==> src/rtl/ysyx_23060061_mem_arbiter.sv <==
// ysyx_23060061_mem_arbiter
// Two-requester memory arbiter. The instruction fetch unit (IFU) and the
// load/store unit (LSU) share one memory port. Only one transaction is in
// flight at a time. When both units ask in the same cycle, round-robin
// arbitration picks the unit that was not served last.
//
// Ports
//   clk, rst                        clock; synchronous active-high reset
//   ifu_req_valid/ready, ifu_addr   IFU fetch request handshake
//   ifu_rsp_valid                   IFU response pulse
//   lsu_req_valid/ready, lsu_addr,
//   lsu_wen, lsu_wdata, lsu_wmask   LSU load/store request handshake
//   lsu_rsp_valid                   LSU load data / store acknowledge pulse
//   mem_req_valid/ready, mem_addr,
//   mem_wen, mem_wdata, mem_wmask   memory-side request
//   mem_rsp_valid, mem_rdata        memory-side response
//   rsp_rdata, rsp_err              shared response payload, qualified by
//                                   ifu_rsp_valid or lsu_rsp_valid
//
// Configuration
//   YSYX_23060061_MEM_ARB_TIMEOUT_EN  When defined, a watchdog is enabled.
//                                     If memory stays silent for TIMEOUT
//                                     cycles in RSP, the arbiter answers the
//                                     owner with rsp_err=1 and rsp_rdata=0.
module ysyx_23060061_mem_arbiter #(
    parameter int ADDR_W  = 32,
    parameter int DATA_W  = 32,
    parameter int TIMEOUT = 255
) (
    input  logic                clk,
    input  logic                rst,
    input  logic                ifu_req_valid,
    output logic                ifu_req_ready,
    input  logic [ADDR_W-1:0]   ifu_addr,
    output logic                ifu_rsp_valid,
    input  logic                lsu_req_valid,
    output logic                lsu_req_ready,
    input  logic [ADDR_W-1:0]   lsu_addr,
    input  logic                lsu_wen,
    input  logic [DATA_W-1:0]   lsu_wdata,
    input  logic [DATA_W/8-1:0] lsu_wmask,
    output logic                lsu_rsp_valid,
    output logic                mem_req_valid,
    input  logic                mem_req_ready,
    output logic [ADDR_W-1:0]   mem_addr,
    output logic                mem_wen,
    output logic [DATA_W-1:0]   mem_wdata,
    output logic [DATA_W/8-1:0] mem_wmask,
    input  logic                mem_rsp_valid,
    input  logic [DATA_W-1:0]   mem_rdata,
    output logic [DATA_W-1:0]   rsp_rdata,
    output logic                rsp_err
);

    typedef enum logic [1:0] {IDLE, REQ, RSP} state_t;

    state_t              state_q, state_d;
    logic                lastLsu_q, lastLsu_d;
    logic                ownerLsu_q, ownerLsu_d;
    logic [ADDR_W-1:0]   addr_q, addr_d;
    logic                wen_q, wen_d;
    logic [DATA_W-1:0]   wdata_q, wdata_d;
    logic [DATA_W/8-1:0] wmask_q, wmask_d;
    logic                grantIfu;
    logic                grantLsu;
    logic                rspErr;

`ifdef YSYX_23060061_MEM_ARB_TIMEOUT_EN
    localparam int CNT_W = ($clog2(TIMEOUT + 1) > 8) ? $clog2(TIMEOUT + 1) : 8;
    logic [CNT_W-1:0] cnt_q, cnt_d;
`endif

    // IFU wins a tie only when the LSU was served last. A lone requester
    // always wins.
    assign grantIfu = ifu_req_valid && (!lsu_req_valid || lastLsu_q);
    assign grantLsu = lsu_req_valid && !grantIfu;

    // The memory request mirrors the registered transaction. During reset,
    // every handshake output is forced low.
    assign mem_req_valid = !rst && (state_q == REQ);
    assign mem_addr      = addr_q;
    assign mem_wen       = wen_q;
    assign mem_wdata     = wdata_q;
    assign mem_wmask     = wmask_q;

`ifdef YSYX_23060061_MEM_ARB_TIMEOUT_EN
    assign rsp_err = rspErr;
`else
    assign rsp_err = 1'b0;
`endif

    // Next-state and output decode. Readiness and response pulses are
    // combinational, so a grant or response lands in the same cycle.
    always_comb begin
        state_d       = state_q;
        lastLsu_d     = lastLsu_q;
        ownerLsu_d    = ownerLsu_q;
        addr_d        = addr_q;
        wen_d         = wen_q;
        wdata_d       = wdata_q;
        wmask_d       = wmask_q;
        ifu_req_ready = 1'b0;
        lsu_req_ready = 1'b0;
        ifu_rsp_valid = 1'b0;
        lsu_rsp_valid = 1'b0;
        rsp_rdata     = '0;
        rspErr        = 1'b0;
`ifdef YSYX_23060061_MEM_ARB_TIMEOUT_EN
        cnt_d         = cnt_q;
`endif
        if (!rst) begin
            case (state_q)
                IDLE: begin
                    if (grantIfu) begin
                        ifu_req_ready = 1'b1;
                        ownerLsu_d    = 1'b0;
                        lastLsu_d     = 1'b0;
                        addr_d        = ifu_addr;
                        wen_d         = 1'b0;
                        wdata_d       = '0;
                        wmask_d       = '0;
                        state_d       = REQ;
                    end else if (grantLsu) begin
                        lsu_req_ready = 1'b1;
                        ownerLsu_d    = 1'b1;
                        lastLsu_d     = 1'b1;
                        addr_d        = lsu_addr;
                        wen_d         = lsu_wen;
                        wdata_d       = lsu_wdata;
                        wmask_d       = lsu_wmask;
                        state_d       = REQ;
                    end
                end
                REQ: begin
                    if (mem_req_ready) begin
                        state_d = RSP;
`ifdef YSYX_23060061_MEM_ARB_TIMEOUT_EN
                        cnt_d   = '0;
`endif
                    end
                end
                RSP: begin
                    if (mem_rsp_valid) begin
                        ifu_rsp_valid = !ownerLsu_q;
                        lsu_rsp_valid = ownerLsu_q;
                        rsp_rdata     = mem_rdata;
                        state_d       = IDLE;
`ifdef YSYX_23060061_MEM_ARB_TIMEOUT_EN
                    end else if (cnt_q == CNT_W'(TIMEOUT)) begin
                        ifu_rsp_valid = !ownerLsu_q;
                        lsu_rsp_valid = ownerLsu_q;
                        rspErr        = 1'b1;
                        state_d       = IDLE;
                    end else begin
                        cnt_d = cnt_q + CNT_W'(1);
`endif
                    end
                end
                default: state_d = IDLE;
            endcase
        end
    end

    // State register. Reset drops any in-flight transaction. It also marks
    // the LSU as last served, so the IFU wins the first tie.
    always_ff @(posedge clk) begin
        if (rst) begin
            state_q    <= IDLE;
            lastLsu_q  <= 1'b1;
            ownerLsu_q <= 1'b0;
            addr_q     <= '0;
            wen_q      <= 1'b0;
            wdata_q    <= '0;
            wmask_q    <= '0;
`ifdef YSYX_23060061_MEM_ARB_TIMEOUT_EN
            cnt_q      <= '0;
`endif
        end else begin
            state_q    <= state_d;
            lastLsu_q  <= lastLsu_d;
            ownerLsu_q <= ownerLsu_d;
            addr_q     <= addr_d;
            wen_q      <= wen_d;
            wdata_q    <= wdata_d;
            wmask_q    <= wmask_d;
`ifdef YSYX_23060061_MEM_ARB_TIMEOUT_EN
            cnt_q      <= cnt_d;
`endif
        end
    end

endmodule

==> config.mk <==
export PLATFORM = sky130hd
export DESIGN_NAME = ysyx_23060061_mem_arbiter
export DESIGN_NICKNAME = d
export VERILOG_FILES = /design/src/rtl/ysyx_23060061_mem_arbiter.sv
export SDC_FILE = /design/constraint.sdc
export NUM_CORES = 1
export LEC_CHECK = 0
export BUFFER_PORTS_ARGS = -buffer_cell sky130_fd_sc_hd__clkbuf_2
export CAP_MARGIN = 20
export CORE_MARGIN = 5
export CORE_UTILIZATION = 40
export DETAILED_ROUTE_END_ITERATION = 8
export GPL_ROUTABILITY_DRIVEN = 0
export PLACE_DENSITY = 0.8
export SYNTH_ARGS = -nofsm -noshare
export SYNTH_HDL_FRONTEND = slang
export SYNTH_SLANG_ARGS = --single-unit
export TNS_END_PERCENT = 100
==> constraint.sdc <==
create_clock -name clk -period 1.8 [get_ports clk]
set_input_delay 0.18 -clock clk [delete_from_list [all_inputs] [get_ports clk]]
set_output_delay 0.18 -clock clk [all_outputs]
set_load 0.02 [all_outputs]
==> summary.md <==
| Metric | Value |
|---|---|
| Post-synth top area cell | `dfxtp_1` |
| Status | `complete, no violations` |
| Pwr dens | `821 nW/µm²` |
| Num CTS Buffers | `9` |
| Core Rows | `33` |
| Post-synth design cell area | `3310 µm²` |
| Clock transition at path regs | `0.08 ns` |
| Max Fclk | `557 MHz` |
| ANT cells | `0` |
| P&R area growth vs syn | `51.5%` |
| Maximum VDD drop | `approximately 0.38 mV` |
| CP endpoint kind | `output port` |
| Ys Warns | `0` |
| Io pins | `246` |
| R2R setup slack | `0.24 ns` |
| Hpwl dp | `~8700 µm` |
| DR WL/cell | `17.8 µm` |
| Congestion Overflow GR | `0` |
| WS Path Type | `reg2out` |
| Initial Util | `0.407` |
| Startpoint Class | `flop` |
| R2R depth | `4` |
| RSZ-0062 raised after global routing | `true` |
| Hold Path Stages | `2` |
| Root Buffer | `clkbuf_8` |
| Die W | `101 µm` |
| Post-layout nets | `706` |
| Tmin final | `1.79 ns` |
| Worst hold slack | `0.0407 ns` |
| CP arrival | `1.61 ns` |
| Top_reg_cell synth | `dfxtp_1` |
| Finished Layout Cells | `677` |
| Cells after synthesis | `335` |
| Vias | `approximately 3600` |
| Largest net degree at the start of global routing | `39` |
| Leak | `2.39 nW` |
| First-pass GRT wire length | `roughly 18000 µm` |
| Max cap viols | `0` |
| Met2 Usage GRT | `0.343` |
| CTS H-tree depth | `3` |
| Antenna violations before repair | `0` |
| Number of synthesized register bits | `73` |
| Core area | `8130 µm²` |
| Met3 Use GR | `0.0567` |
| GR met1 Demand/Resource | `0.286` |
| CTS tree | `done` |
| Clock Skews | `0.0123 ns` |
| Fin crit share | `0.997` |
| Mapped Nets | `roughly 470` |
| Most Crowded Layer GR | `met2` |
| Fraction of layout cells with a size suffix above 1 | `0.556` |
| Vias in the first global route | `around 3500` |
| Postcts setup bufs | `0` |
| Worst-path maximum fanout | `8` |
| Worst slew margin | `0.644` |
| Synth top area cells | `dfxtp_1, a311oi_2, a22o_1, and2_1, a21oi_1` |
| Worst Max-Slew Pin Slew | `0.534 ns` |
| Final setup fails | `0` |
| Latest clock arrival within the worst-skew pair | `0.34 ns` |
| CTS Buffer Depth | `2` |
| Initial DRC count | `around 150` |
| Drc violations | `0` |
| DRT Wirelength | `between 10000 and 15000 µm` |
| Hold Path Origin | `mem_req_ready` |
| Via-to-Cell Ratio | `5.32` |
| Hold endpoint | `state_q[0]` |
| Share of the synthesized area in the top cell type | `0.442` |
| Reg2reg end | `mem_wdata[9]` |
| FF-to-FF Start | `state_q[0]` |
| Number of cells after detailed placement | `about 660` |
| DR pass1 iterations | `4` |
| CTS Sinks | `73` |
| Final Max Slew Viols | `0` |
| Final ANT Viol Nets | `0` |
| EDFF count, synth | `0` |
| Count of cell types in the netlist | `30` |
| Final Core Density | `0.616` |
| Die area | `10200 µm²` |
| Worst Path Required | `1.62 ns` |
| Hold-fix buffers at CTS | `0` |
| # port buffers | `244` |
| Most common cell after layout, fill and taps aside | `clkbuf_2` |
| Gr usage total | `0.216` |
| Sequential fraction of the synthesis area | `0.442` |
| Asr flop ratio synth | `0` |
| Die height | `101 µm` |
| Most frequent cells in the layout | `clkbuf_2, dfxtp_1, a22o_1, a21oi_1` |
| Hold Path Class | `in2reg` |
| Avg Cell Area, Syn | `9.87 µm²` |
| Hold Vio Cnt, Final | `0` |
==> report_power, final <==
part / internal, mW / switching (mW)
logic: 0.426 / 0.601
clock network: 0.637 / 0.614
registers: 1.75 / 0.0833
total: 2.81 / 1.30
==> metal layers <==
| layer | part of all wire | wire, µm | vias to the layer above |
|---|---|---|---|
| met5 | 0 | 0 | - |
| met4 | 0.018 | 220 | 0 |
| met3 | 0.090 | 1080 | 24 |
| met2 | 0.48 | 5790 | 183 |
| met1 | 0.41 | 4950 | 1672 |
| li1 | - | - | 1722 |
==> Yosys cell counts, types with 2 or more instances <==
cell type  count
a21oi_1       33
nand2_1        3
nor2b_1        2
and2_1        33
clkbuf_1      26
buf_6          6
o21ai_0       32
nand3_1       32
buf_2          4
a311oi_2      30
a311oi_1       2
nor2_1         3
a22o_1        37
dfxtp_1       73
buf_4          4
==> worst max-delay path, cell delays in order (launching register included) <==
cell	delay [ns]
dfxtp_4	0.38
nor4bb_4	0.36
buf_4	0.22
and2_1	0.18
buf_6	0.13
==> registers in the layout, summed over array words and instances (netlist names) <==
| signal | cells |
|---|---|
| state_q | 2 |
| mem_addr | 32 |
| mem_wmask | 4 |
| ownerLsu_q | 1 |
| mem_wen | 1 |
| mem_wdata | 32 |
| lastLsu_q | 1 |
==> layout make-up <==
type	instances	area [µm²]
Clock inverter	7	71.3
Multi-Input combinational cell	220	1660
Tap cell	105	131
Sequential cell	73	1470
Clock buffer	9	124
Timing Repair Buffer	262	1550
Inverter	1	3.75
Fill cell	683	3130
==> through the flow <==
| step | cell area (µm²) | setup slack, ns | TNS, ns | power (mW) |
|---|---|---|---|---|
| 2_1_floorplan | 3310 | 0.236 | 0 | 2.49 |
| 3_3_place_gp | 4600 | 0.350 | 0 | 2.85 |
| 3_5_place_dp | 4600 | 0.264 | 0 | 2.88 |
| 4_1_cts | 4840 | -0.00326 | -0.00326 | 4.14 |
| 5_1_grt | 5010 | -0.0576 | -0.658 | 4.31 |
| 6_report | 5010 | 0.00526 | 0 | 4.11 |
==> cells by family (layout without fill, tap and decap cells) <==
logic type             after synthesis  count (layout)  synth area share
and+or+nand+nor                     81              81             0.141
DFF                                 73              73             0.442
other                                1               1           0.00113
buffers and inverters               42             279            0.0673
AOI/OAI and AO/OA                  138             138             0.348
==> worst max-delay path by stage <==
stage                     cells past startpoint  slack, ns        from       endpoint
after floorplan                               4       0.24  state_q[0]  ifu_req_ready
after global placement                        4       0.35  state_q[0]  rsp_rdata[10]
after detailed placement                      4       0.26  state_q[0]   mem_wdata[7]
after CTS                                     4     -0.003  state_q[0]  rsp_rdata[10]
after global routing                          4      -0.06  state_q[0]  rsp_rdata[15]
final                                         4      0.005  state_q[0]  rsp_rdata[15]
==> what timing repair did <==
| action | 4_1_cts | 5_1_grt |
|---|---|---|
| cloned | 2 | 0 |
| endpoints found under the setup margin | 34 | 34 |
| pin swaps | 1 | 0 |
| resized for setup | 12 | 87 |
Power figures use the tool's default switching activity.
